===== src/rtl/pipe_pkg.sv =====
// Shared definitions for the elastic pipeline-stage register: state
// encoding (numerically equal to occupancy) and a channel-slice helper.
package pipe_pkg;

    typedef enum logic [1:0] {
        ST_EMPTY = 2'd0,
        ST_ONE   = 2'd1,
        ST_TWO   = 2'd2
    } pipe_state_t;

    localparam int CHAN_MAX_W = 64;
    localparam int BUS_MAX_W  = 1024;

    // Extract channel k of width w from a flattened bus (zero-extended to BUS_MAX_W).
    function automatic logic [CHAN_MAX_W-1:0] chan(input logic [BUS_MAX_W-1:0] bus,
                                                   input int unsigned k,
                                                   input int unsigned w);
        logic [BUS_MAX_W-1:0]  shifted;
        logic [CHAN_MAX_W-1:0] mask;
        shifted = bus >> (k * w);
        mask    = (w >= CHAN_MAX_W) ? '1 : ((CHAN_MAX_W'(1) << w) - CHAN_MAX_W'(1));
        return shifted[CHAN_MAX_W-1:0] & mask;
    endfunction

endpackage


===== src/rtl/pipe_entry.sv =====
// One storage entry of the pipeline stage: a NUM_CH*DATA_W wide register
// with load enable, cleared by asynchronous reset.
module pipe_entry #(
    parameter int DATA_W = 32,
    parameter int NUM_CH = 3
) (
    input  logic                     clk,
    input  logic                     rst,
    input  logic                     load,
    input  logic [NUM_CH*DATA_W-1:0] d,
    output logic [NUM_CH*DATA_W-1:0] q
);

    // Hold the bundle; capture d only when load is asserted.
    always_ff @(posedge clk or posedge rst) begin
        if (rst)
            q <= '0;
        else if (load)
            q <= d;
    end

endmodule


===== src/rtl/pipe_stage_reg.sv =====
// Elastic pipeline-stage register with valid/ready handshake, synchronous
// flush and optional skid entry.
//
//   state    | meaning
//   ---------+-----------------------------------------------------
//   ST_EMPTY | no bundle held, out_valid=0
//   ST_ONE   | main entry live, drives out_data
//   ST_TWO   | main and skid live (SKID=1 only), in_ready=0
//
// The state encoding equals the occupancy, so occ is the state register.
// Flush only moves the state to ST_EMPTY; data flops keep their contents.
module pipe_stage_reg
    import pipe_pkg::*;
#(
    parameter int DATA_W = 32,
    parameter int NUM_CH = 3,
    parameter int SKID   = 1,
    parameter int CNT_W  = 16
) (
    input  logic                     clk,
    input  logic                     rst,
    input  logic                     flush,
    input  logic                     in_valid,
    output logic                     in_ready,
    input  logic [NUM_CH*DATA_W-1:0] in_data,
    output logic                     out_valid,
    input  logic                     out_ready,
    output logic [NUM_CH*DATA_W-1:0] out_data,
    output logic [1:0]               occ,
    output logic [CNT_W-1:0]         stall_cnt
);

    localparam int BUS_W = NUM_CH * DATA_W;

    pipe_state_t      state, state_nxt;
    logic             push, pop;
    logic             main_load, skid_load;
    logic [BUS_W-1:0] main_d, skid_q;

    assign out_valid = (state != ST_EMPTY);
    assign occ       = state;
    assign push      = in_valid && in_ready;
    assign pop       = out_valid && out_ready;

    // With a skid entry, ready comes straight from the state flop; without
    // one, a full stage can only accept when the head leaves this cycle.
    if (SKID != 0) begin : g_rdy_skid
        assign in_ready = (state != ST_TWO);
    end else begin : g_rdy_noskid
        assign in_ready = (state == ST_EMPTY) || out_ready;
    end

    // Next-state and entry-load decode; flush overrides every transfer.
    always_comb begin
        state_nxt = state;
        main_load = 1'b0;
        skid_load = 1'b0;
        main_d    = in_data;
        if (flush) begin
            state_nxt = ST_EMPTY;
        end else begin
            case (state)
                ST_EMPTY: begin
                    if (push) begin
                        state_nxt = ST_ONE;
                        main_load = 1'b1;
                    end
                end
                ST_ONE: begin
                    if (push && pop) begin
                        main_load = 1'b1;
                    end else if (pop) begin
                        state_nxt = ST_EMPTY;
                    end else if (push && (SKID != 0)) begin
                        state_nxt = ST_TWO;
                        skid_load = 1'b1;
                    end
                end
                ST_TWO: begin
                    if (pop) begin
                        state_nxt = ST_ONE;
                        main_load = 1'b1;
                        main_d    = skid_q;
                    end
                end
                default: state_nxt = ST_EMPTY;
            endcase
        end
    end

    // State register.
    always_ff @(posedge clk or posedge rst) begin
        if (rst)
            state <= ST_EMPTY;
        else
            state <= state_nxt;
    end

    // Saturating count of cycles where the head is blocked downstream.
    always_ff @(posedge clk or posedge rst) begin
        if (rst)
            stall_cnt <= '0;
        else if (out_valid && !out_ready && (stall_cnt != '1))
            stall_cnt <= stall_cnt + CNT_W'(1);
    end

    pipe_entry #(.DATA_W(DATA_W), .NUM_CH(NUM_CH)) u_main (
        .clk  (clk),
        .rst  (rst),
        .load (main_load),
        .d    (main_d),
        .q    (out_data)
    );

    if (SKID != 0) begin : g_skid
        pipe_entry #(.DATA_W(DATA_W), .NUM_CH(NUM_CH)) u_skid (
            .clk  (clk),
            .rst  (rst),
            .load (skid_load),
            .d    (in_data),
            .q    (skid_q)
        );
    end else begin : g_no_skid
        logic skid_unused;
        assign skid_unused = skid_load;
        assign skid_q      = '0;
    end

endmodule


===== config.mk =====
export PLATFORM = sky130hd
export DESIGN_NAME = pipe_stage_reg
export DESIGN_NICKNAME = d
export VERILOG_FILES = /design/src/rtl/pipe_pkg.sv /design/src/rtl/pipe_entry.sv /design/src/rtl/pipe_stage_reg.sv
export SDC_FILE = /design/constraint.sdc
export NUM_CORES = 1
export LEC_CHECK = 0
export ABC_AREA = 1
export CAP_MARGIN = 20
export CORE_UTILIZATION = 48
export CTS_BUF_LIST = sky130_fd_sc_hd__clkbuf_2
export DETAILED_ROUTE_END_ITERATION = 12
export GPL_ROUTABILITY_DRIVEN = 0
export GPL_TIMING_DRIVEN = 0
export PLACE_DENSITY = 0.75
export SLEW_MARGIN = 20
export SYNTH_ARGS = -nofsm -noshare
export SYNTH_HDL_FRONTEND = slang
export SYNTH_SLANG_ARGS = --single-unit

===== constraint.sdc =====
create_clock -name clk -period 6.94 [get_ports clk]
set_clock_uncertainty 0.05 [all_clocks]
set_input_delay 1.388 -clock clk [delete_from_list [all_inputs] [get_ports clk]]
set_output_delay 1.388 -clock clk [all_outputs]
set_load 0.01 [all_outputs]

==> flow_metrics.py <==
metrics = {
    "yosys": {
        "yosys_most_used_dff": "dfrtp_1",
        "async_flop_share": 1.000,
        "synth_seq_area_share": 0.5319,
        "ys_seq_elements": 210,
        "synthTopCellsByCount": "395 x nand2_1, 210 x dfrtp_1, 209 x inv_1, 124 x o21ai_1, 74 x nand3_1",
        "yosys.cell_count.top_type": "nand2_1",
        "synth_top_cell_by_area": "dfrtp_1",
        "syn_avg_cell_area_sq_um": 7.791,
        "synth_cell_type_count": 24,
        "yosysTopAreaCellShare": 0.5319,
        "synth_area_leaders": "dfrtp_1 53%, nand2_1 15%, inv_1 7.9%",
        "synth_edf_count": 0,
        "synthCells": 1268,
        "syn_nets": 1370,
        "ys_warn_count": 0,
        "syn_area_sq_um": 9879,
    },
    "drt": {
        "viasPerCell": 4.857,
        "drt_pass1_iterations": 5,
        "antenna_left": 0,
        "drt_iter0_drc": 515,
        "drc": 0,
        "vias": 9019,
        "wire_per_inst_microns": 14.01,
        "drt_wl_total_microns": 26010,
    },
    "critical_path": {
        "cp_cell_sequence": "nor2_1 > inv_1 > clkdlybuf4s50_1",
        "critPathRequiredTime_ns": 5.50,
        "startpoint": "occ[0]",
        "worstSetupEndpointType": "output pin",
        "cp-start-kind": "flop",
        "arrival_ns": 2.08,
        "reg2reg_from": "occ[0]",
        "rrSetupSlack_ns": 4.88,
        "crit_slowest_cell": "dfrtp_1",
        "endpoint": "out_valid",
        "criticalPathCategory": "flop to output pin",
        "regToRegEndpoint": "u_main.q[94]",
        "reg2reg_depth": 6,
        "cp_max_fo": 6,
        "slowest_delay_ns": 0.47,
    },
    "grt": {
        "grt_use_total": 0.2532,
        "grt_max_degree": 35,
        "grt_pass1_vias": 8819,
        "antenna_found_initial": 2,
        "grt_overflow": 0,
        "grt_pass1_wl_microns": 43390,
    },
    "sta": {
        "min_period_ns": 3.515,
        "hold_violations": 0,
        "setup_tns_ns": 0,
        "timing.final.crit_share": 0.5065,
        "worstMarginPinSlew_ns": 0.5561,
        "fmax_mhz": 284.5,
        "finalSetupViolCount": 0,
        "worst_slack_ns": 3.425,
        "rsz0062_at_grt": "false",
        "slew_headroom": 0.6281,
        "slew_viol_final": 0,
    },
    "floorplan": {
        "design.die.area_sq_um": 21160,
        "core-area_sq_um": 20230,
        "placementRows": 52,
        "start_util": 0.4883,
        "die_y_microns": 145.5,
        "die_w_microns": 145.5,
        "ioPinCount": 217,
    },
    "clock_network": {
        "clk_latency_ns": 0.84,
        "clockBufferDepth": 3,
        "cts-root-buf": "clkbuf_2",
        "cts_max_level": 2,
        "tritoncts": "yes",
        "cts-resized-gates": 0,
        "cts.sinks": 210,
        "holdBufCountCts": 0,
        "cts_inserted_buffers": 53,
        "clk_pin_slew_ns": 0.11,
        "cts_setup_buffers": 0,
    },
    "placed_design": {
        "dpl.hpwl_microns": 18120,
        "place_inst": 1761,
        "detailedPlace.worstSlack_ns": 3.468,
        "placed_cell_area_sq_um": 12520,
        "numPortBuffers": 216,
    },
    "worst_hold_path": {
        "hold_start": "g_skid.u_skid.q[9]",
        "hold_path_class": "flop to flop",
    },
    "finish": {
        "fin_area_sq_um": 13010,
        "fill_cells": 1809,
        "multi_input_area_sq_um": 3420,
        "nNetsFinal": 1648,
        "drive_gt1_frac": 0.09842,
        "seq_area_sq_um": 5255,
        "stdcell_count": 1857,
        "syn_to_final_growth_pct": 31.66,
    },
    "job": {
        "maxCapViolCount": 0,
    },
    "pwr": {
        "ir_worst_vdd_mv": 0.1717,
        "power_density_nw_per_um2": 302.2,
        "power.leakage_uw": 0.006636,
    },
    "status": {
        "status": "completed",
    },
}
layout by cell type (no fill, tap or decap):
| master | n |
|---|---|
| nor3b_2 | 1 |
| inv_1 | 208 |
| nor2_1 | 52 |
| o21ai_2 | 6 |
| nand3_1 | 74 |
| xor2_1 | 1 |
| nand2_2 | 3 |
| nand2_1 | 395 |
| buf_6 | 11 |
| buf_12 | 7 |
| clkinv_2 | 2 |
| buf_2 | 39 |
| nand4_1 | 4 |
| clkdlybuf4s50_1 | 216 |
| xnor2_1 | 6 |
| nand3b_1 | 2 |
| nor3_4 | 1 |
| o21ai_0 | 69 |
| clkbuf_2 | 75 |
| clkbuf_1 | 17 |
| buf_4 | 4 |
| bufinv_16 | 1 |
| dfrtp_1 | 210 |
| o21ai_1 | 124 |
| ha_1 | 1 |
| nand3_2 | 1 |
| diode_2 | 2 |
| nor2_2 | 1 |
| a21oi_1 | 35 |
| clkinvlp_4 | 2 |
| inv_2 | 2 |
| clkinv_1 | 15 |
power breakdown:
part / internal, uW / total (uW) / leakage (uW) / switching, uW
clock network: 328 / 844 / 0.000357 / 516
logic: 608 / 1200 / 0.00364 / 589
registers: 1640 / 1890 / 0.00264 / 248
total: 2580 / 3930 / 0.00664 / 1350
worst min-delay path by stage:
| stage | slack, ns | end | depth (start not counted) |
|---|---|---|---|
| finish | 0.43 | g_skid.u_skid.q[9] | 2 |
| global route | 0.45 | g_skid.u_skid.q[51] | 2 |
| CTS | 0.43 | g_skid.u_skid.q[47] | 2 |
| detailed placement | 0.41 | g_skid.u_skid.q[57] | 2 |
| global placement | 0.40 | g_skid.u_skid.q[47] | 2 |
| floorplan | 0.39 | g_skid.u_skid.q[0] | 2 |
final cells by class:
| class | count | share of cell area |
|---|---|---|
| Clock inverter | 19 | 0.007984 |
| Inverter | 211 | 0.06118 |
| Buffer | 71 | 0.03174 |
| Tap cell | 270 | 0.02597 |
| Clock buffer | 75 | 0.02886 |
| Antenna cell | 2 | 0.0003848 |
| Timing Repair Buffer | 223 | 0.1770 |
| Sequential cell | 210 | 0.4040 |
| Multi-Input combinational cell | 776 | 0.2629 |
cell families after synthesis:
kind of cell,after synthesis,share of synthesized area
simple gates,534,0.2178
fa+ha+maj,1,0.001266
compound gates,234,0.1208
xor+xnor,7,0.006206
buf+inv,282,0.1220
flops,210,0.5319
through the flow:
step             util  power (uW)  hold slack (ns)
2_1_floorplan       -        2496           0.3919
3_3_place_gp   0.6120        3053           0.4027
3_5_place_dp   0.6189        3108           0.4080
4_1_cts        0.6426        3968           0.4310
5_1_grt        0.6428        4225           0.4480
6_report       0.6428        3931           0.4277
per-layer routing:
| metal | GRT usage | share of wire | vias up | wire, microns |
|---|---|---|---|---|
| met5 | 0 | 0 | - | 0 |
| met4 | 0.1195 | 0.035 | 0 | 919 |
| met3 | 0.06583 | 0.073 | 65 | 1890 |
| met2 | 0.3959 | 0.46 | 298 | 11930 |
| met1 | 0.3300 | 0.43 | 4170 | 11270 |
| li1 | - | - | 4486 | - |
critical path, delay by kind of cell, from the launching register on:
kind / cells / cell delay, ns
simple gates: 1 / 0.23
flops: 1 / 0.47
buf+inv: 2 / 0.53
flip-flops by register name (all words and copies together) (netlist names):
register / count
g_skid.u_skid.q: 96
u_main.q: 96
stall_cnt: 16
occ: 2
Note: power is estimated with default switching activity, not from simulation.
